[src/rtl/fetch_entry_queue_pkg.sv]
// Shared types and sizing for the fetch-entry queue between frontend and decode.
package fetch_entry_queue_pkg;

  localparam int unsigned INSTR_PER_FETCH = 2;
  localparam int unsigned FEQ_DEPTH       = 4;
  localparam int unsigned VLEN            = 32;
  localparam int unsigned ILEN            = 32;
  localparam int unsigned CAUSE_W         = 4;

  typedef struct packed {
    logic               valid;
    logic [CAUSE_W-1:0] cause;
  } exception_t;

  typedef struct packed {
    logic [VLEN-1:0] address;
    logic [ILEN-1:0] instruction;
    exception_t      ex;
  } fetch_entry_t;

endpackage

[src/rtl/fetch_entry_queue.sv]
// Buffers realigned fetch groups from the frontend and hands them to decode
// one entry per cycle, in program order, over a valid/ready handshake.
module fetch_entry_queue
  import fetch_entry_queue_pkg::*;
#(
  parameter int unsigned DEPTH = FEQ_DEPTH,
  localparam int unsigned CntW = $clog2(DEPTH + 1)
) (
  input  logic                       clk_i,
  input  logic                       rst_ni,
  input  logic                       clr_i,
  input  logic                       flush_i,
  input  fetch_entry_t               instr_i [INSTR_PER_FETCH],
  input  logic [INSTR_PER_FETCH-1:0] instr_valid_i,
  output logic                       instr_ready_o,
  output fetch_entry_t               fetch_entry_o,
  output logic                       fetch_entry_valid_o,
  input  logic                       fetch_entry_ready_i,
  output logic [CntW-1:0]            occupancy_o
);

  localparam int unsigned PtrW = (DEPTH > 1) ? $clog2(DEPTH) : 1;

  fetch_entry_t    r_mem [DEPTH];
  logic [PtrW-1:0] r_rd_ptr;
  logic [PtrW-1:0] r_wr_ptr;
  logic [CntW-1:0] r_count;

  logic [PtrW-1:0] w_offset [INSTR_PER_FETCH];
  logic [CntW-1:0] w_push_cnt;
  logic            w_clear;
  logic            w_enq;
  logic            w_deq;

  // Prefix-sum over the valid mask: each valid slot lands at wr_ptr + (valid slots below it).
  always_comb begin
    w_push_cnt = '0;
    for (int unsigned i = 0; i < INSTR_PER_FETCH; i++) begin
      w_offset[i] = PtrW'(w_push_cnt);
      w_push_cnt  = w_push_cnt + CntW'(instr_valid_i[i]);
    end
  end

  // Ready looks only at the registered count so decode's ready never reaches the frontend.
  assign instr_ready_o       = (CntW'(DEPTH) - r_count) >= CntW'(INSTR_PER_FETCH);
  assign fetch_entry_valid_o = (r_count != '0);
  assign fetch_entry_o       = r_mem[r_rd_ptr];
  assign occupancy_o         = r_count;

  assign w_clear = flush_i | clr_i;
  assign w_enq   = instr_ready_o & (|instr_valid_i) & ~w_clear;
  assign w_deq   = fetch_entry_valid_o & fetch_entry_ready_i;

  always_ff @(posedge clk_i or negedge rst_ni) begin
    if (!rst_ni) begin
      r_rd_ptr <= '0;
      r_wr_ptr <= '0;
      r_count  <= '0;
    end else if (w_clear) begin
      r_rd_ptr <= '0;
      r_wr_ptr <= '0;
      r_count  <= '0;
    end else begin
      if (w_enq) begin
        r_wr_ptr <= r_wr_ptr + PtrW'(w_push_cnt);
      end
      if (w_deq) begin
        r_rd_ptr <= r_rd_ptr + PtrW'(1);
      end
      r_count <= r_count + (w_enq ? w_push_cnt : CntW'(0)) - CntW'(w_deq);
    end
  end

  // Storage is zeroed on reset only so fetch_entry_o reads '0 out of reset.
  always_ff @(posedge clk_i or negedge rst_ni) begin
    if (!rst_ni) begin
      for (int unsigned i = 0; i < DEPTH; i++) begin
        r_mem[i] <= '0;
      end
    end else if (w_enq) begin
      for (int unsigned i = 0; i < INSTR_PER_FETCH; i++) begin
        if (instr_valid_i[i]) begin
          r_mem[r_wr_ptr + w_offset[i]] <= instr_i[i];
        end
      end
    end
  end

  a_count_bound : assert property (@(posedge clk_i) disable iff (!rst_ni)
    r_count <= CntW'(DEPTH));
  a_no_underflow : assert property (@(posedge clk_i) disable iff (!rst_ni)
    !(w_deq && (r_count == '0)));
  a_enq_needs_ready : assert property (@(posedge clk_i) disable iff (!rst_ni)
    w_enq |-> instr_ready_o);

endmodule

[config.mk]
export PLATFORM = sky130hd
export DESIGN_NAME = fetch_entry_queue
export DESIGN_NICKNAME = d
export VERILOG_FILES = /design/src/rtl/fetch_entry_queue_pkg.sv /design/src/rtl/fetch_entry_queue.sv
export SDC_FILE = /design/constraint.sdc
export NUM_CORES = 1
export LEC_CHECK = 0
export CORE_MARGIN = 4
export CORE_UTILIZATION = 55
export DETAILED_ROUTE_END_ITERATION = 8
export PLACE_DENSITY = 0.81
export REMOVE_ABC_BUFFERS = 1
export SLEW_MARGIN = 20
export SYNTH_ARGS = -nofsm -noshare
export SYNTH_HDL_FRONTEND = slang
export SYNTH_SLANG_ARGS = --single-unit
[constraint.sdc]
create_clock -name clk_i -period 3.72 [get_ports clk_i]
set_clock_uncertainty 0.05 [all_clocks]
set_input_delay 0.744 -clock clk_i [delete_from_list [all_inputs] [get_ports clk_i]]
set_output_delay 0.744 -clock clk_i [all_outputs]
set_load 0.1 [all_outputs]
# Word-level counts from Yosys, hierarchy flattened
# Index checks and enable logic that the tools add are counted.
# totals
wordCells	64
reg_bits	283
input_bits	145
output_inout_bits	74
# classes
mux	18
n_lt_le_gt_ge	6
add_sub_neg	7
bitwise_logic	8
reduce_logical	6
# op_table
operator	count
276-bit 2-to-1 mux	3
276-bit bitwise mux	2
69-bit demux with 2-bit select	2
69-bit 2-to-1 mux	4
69-bit binary-select mux with 2-bit select	1
2-bit 2-to-1 mux	5
3-bit greater-or-equal comparator, second input constant	3
2-bit NOT with 3-bit output	3
3-bit by 1-bit < comparator with 1-bit output, second input constant	2
2-bit nonzero test	2
3-bit by 2-bit adder with 3-bit output	1
1-bit AND	3
3-bit by 2-bit greater-or-equal comparator with 1-bit output, second input constant	1
3-bit 2-to-1 mux	1
3-bit nonzero test	1
3-bit by 1-bit subtractor with 3-bit output	1
3-bit subtractor, first input constant	1
1-bit by 1-bit adder with 2-bit output	1
2-bit by 1-bit adder with 2-bit output	1
2-bit by 1-bit adder with 2-bit output, second input constant	1
2-bit adder	1
1-bit logical AND	2
2-bit OR reduction	1
1-bit NOT	1
1-bit OR	1

# Depth between registers and ports, before layout
# Gate-level depths: netlist of run 1.
# logic_depth
word_depth	10
mapped_depth	16
mapped_depth_nobuf	14

# Worst setup path before layout of run 1
# OpenSTA, ideal clock, no wires.
# synth_timing
kind	flip-flop to flip-flop
from	register r_count[0], in the netlist occupancy_o[0]
to	register r_count[2], in the netlist occupancy_o[2]
path_buffers	2
setup_time_ns	0.121
t_arrival_ns	3.889
path_slack_ns	-0.340
stages_incl_launch_ff	17
cell_sequence	dfrtp_1 inv_1 ha_1 ha_1 nor3b_1 nor3_2 buf_2 buf_2 nand2_1 ha_1 inv_1 ha_1 inv_1 fa_1 xnor2_1 xnor2_1 nor2_1
# synth_via
elab_chain_len	8
elab_cells_between_ends	10
classes_between	add/sub: 3; order compare: 1; mux: 2; bitwise: 3; reduce/logical: 1
# synth_rtl
item	line_no	rtl
from (decl)	fetch_entry_queue.sv:27	logic [CntW-1:0] r_count;
from (signal assigned)	fetch_entry_queue.sv:70	r_count <= r_count + (w_enq ? w_push_cnt : CntW'(0)) - CntW'(w_deq);
3-bit subtractor	fetch_entry_queue.sv:45	assign instr_ready_o = (CntW'(DEPTH) - r_count) >= CntW'(INSTR_PER_FETCH);
3-bit by 2-bit greater-or-equal comparator with 1-bit output	fetch_entry_queue.sv:45	
1-bit AND (2 in series)	fetch_entry_queue.sv:51	assign w_enq = instr_ready_o & (|instr_valid_i) & ~w_clear;
2-bit 2-to-1 mux	fetch_entry_queue.sv:70	
3-bit by 2-bit adder with 3-bit output	fetch_entry_queue.sv:70	
3-bit by 1-bit subtractor with 3-bit output (*)	fetch_entry_queue.sv:70	
3-bit 2-to-1 mux (*)	fetch_entry_queue.sv:59	end else if (w_clear) begin
# Every way passes the cells marked *; elsewhere a longest branch is shown, timed or not.
# A chain may end at the register's enable or synchronous reset.

==> results of run 1 <==
## per-stage QoR
step / area, µm² / setup WS (ps) / utilization (%) / hold WS, ps / setup TNS, ps
after floorplan: 13540 / -8683 / - / 398.4 / -2028150
after global placement: 16530 / 325.3 / 65.46 / 452.7 / 0
after detailed placement: 16530 / 199.9 / 65.46 / 461.9 / 0
after CTS: 17590 / 504.7 / 69.65 / 172.4 / 0
after global routing: 17590 / 433.5 / 69.66 / 190.1 / 0
final: 17590 / 518.6 / 69.66 / 150.9 / 0
## metal layers
metal / share of wire (%) / up-vias / routed length (µm)
met5: 0.065 / - / 28
met4: 3.1 / 4 / 1355
met3: 9.8 / 119 / 4229
met2: 47 / 818 / 20540
met1: 40 / 5968 / 17210
li1: - / 4906 / -
## layout make-up
type	instances	share of cell area [%]
antenna	1	0.01422
sequential	283	40.30
multi-input combinational	679	36.82
inverter	11	0.2347
tap	330	2.347
clock inverter	12	0.9601
timing repair buffer	258	14.27
clock buffer	43	5.064
## state kept, by name, indices dropped and copies added (netlist names)
name         cells
r_wr_ptr         2
occupancy_o      3
r_rd_ptr         2
r_mem          276
## synth_stat cells (2+ instances only)
cell       number
buf_1          14
xnor2_1         6
buf_2          47
mux4_2         69
a2bb2oi_2      40
o211ai_1        2
a2bb2oi_1     236
o211ai_2        2
nor2b_1         2
ha_1           10
o22ai_1       276
nand2b_1        2
clkbuf_1       64
nor2_1          7
dfrtp_1       283
nand2_1         9
buf_6           8
inv_1          11
xor2_1          2
a21oi_4         4
nand3_1         2
## power breakdown
part / internal, mW / switching [mW]
Combinational: 2.23 / 3.68
Clock: 1.94 / 1.26
Sequential: 4.38 / 0.791
## critical path, stage by stage (launching register included)
cell and delay [ps]:
dfrtp_4 420, buf_4 500, mux4_2 630, buf_4 260
## cell families after synthesis
family                     share of synthesized area [%]
buffers and inverters                              4.706
AOI/OAI and AO/OA                                  31.82
DFF                                                49.98
and+or+nand+nor                                    1.007
muxes                                              10.97
adders and majority gates                          1.024
xor gates and xnor gates                          0.4945
## worst paths after layout
kind | endpoint | slack [ps] | cells after the start
min reg2reg | r_mem[274] | 480 | 1
max | fetch_entry_o[8] | 520 | 3
max reg2reg | occupancy_o[2] | 690 | 15
min in group clk_i | r_mem[274] | 480 | 1
max in group asynchronous | r_mem[188] | 2520 | 2
min | r_mem[45] | 150 | 1
==> results.cfg, run 1 <==
[yosys]
yosys-top-cells-area = dfrtp_1 (50%), a2bb2oi_1 (15%), o22ai_1 (12%)
ys_ff_latch = 283
yosys.area.top_type = dfrtp_1
async_reset_ff_share_pct = 100.0
synth_area_per_cell_um2 = 12.80
yosysSeqAreaShare_pct = 49.98
yosys_warnings = 0
synth_cells = 1107
synth_edf_count = 0
synth.distinct_cells = 32
synth_area_um2 = 14170
yosys_most_used_dff = dfrtp_1
synth_top_area_share_pct = 49.98

[setup_path]
cp.required_ps = 2930
cp-end-kind = output pin
r2r_start = occupancy_o[0]
crit_fanout = 32
startpoint = r_rd_ptr[0]
arrival_ps = 2410
setup.worst_path.class = reg -> out
critPathLaunchType = flop

[clock_tree]
cts_buffer_depth = 3
cts_sinks = 283
clk_pin_slew_ps = 60
postCtsResizedCells = 0
post-cts-setup-buffers = 0
ctsHoldBuffers = 0
h-tree-depth = 1
cts-root-buf = clkbuf_16
cts_tree = built
numCtsBuffers = 30
clkLatencyLatePin_ps = 550

[routing]
vias = 11820
vias_per_cell = 7.307
wl_um = 43370
drtIter0Drc = 1574
routedWlPerCell_um = 26.82
drc = 0
first_pass_iters = 6
ant_nets = 0

[timing]
period_needed_ps = 3201
max_freq_mhz = 312.4
worst_pin_slew_ps = 970.9
setup_violations = 0
rsz0062_at_grt = false
relSlewSlack_pct = 35.07
slew_viol_final = 0
hold_viol = 0
layout_worst_path_cycle_share_pct = 86.06

[grt]
grt_max_degree = 149
grtUsageMet2_pct = 46.45
use_met1_pct = 42.10
globalRouteOverflowTotal = 0
top_usage_layer = met2
grt_pass1_wl_um = 68790
grt_pass1_vias = 12490
grtUsageMet3_pct = 6.095
antenna_found_initial = 3
grt_use_total_pct = 29.89

[floorplan]
row_count = 58
coreArea_um2 = 25250
initial_utilization_pct = 56.11
pin_count = 219
die_y_um = 168.5
die_w_um = 168.5
die_area_um2 = 28400

[layout]
register_area_um2 = 7089
areaGrowthSynthToFinish_pct = 24.16
layoutNonFillerInstCount = 1617
multi_input_area_um2 = 6477
fillers = 1750
final_cell_mix = dfrtp_1 (281), o22ai_1 (276), a2bb2oi_1 (236)
drive_gt1_share_pct = 22.08
layout.nets = 1419
final_common_cell = dfrtp_1

[place]
hpwl_um = 24490
placed_cells = 1561
io_buffers = 218
place_congestion = 0.8326

[power]
power.density_nw_per_um2 = 811.7
p_leak_nw = 6.965
ir_drop_uv = 689.8
power_mw = 14.28

[run_status]
status = complete, no violations

[flow_run]
cap_violations = 0

[hold_path]
hp-class = in -> async
Power figures use the tool's default switching activity.
==> run 2: changes to the inputs <==
--- a/config.mk
+++ b/config.mk
@@ -7,6 +7,7 @@
 export LEC_CHECK = 0
 export CORE_MARGIN = 4
 export CORE_UTILIZATION = 55
+export CTS_CLUSTER_DIAMETER = 100
 export DETAILED_ROUTE_END_ITERATION = 8
 export PLACE_DENSITY = 0.81
 export REMOVE_ABC_BUFFERS = 1
==> results of run 2 <==
Same layout as run 1: the final DEF is identical, and so are final timing and power.
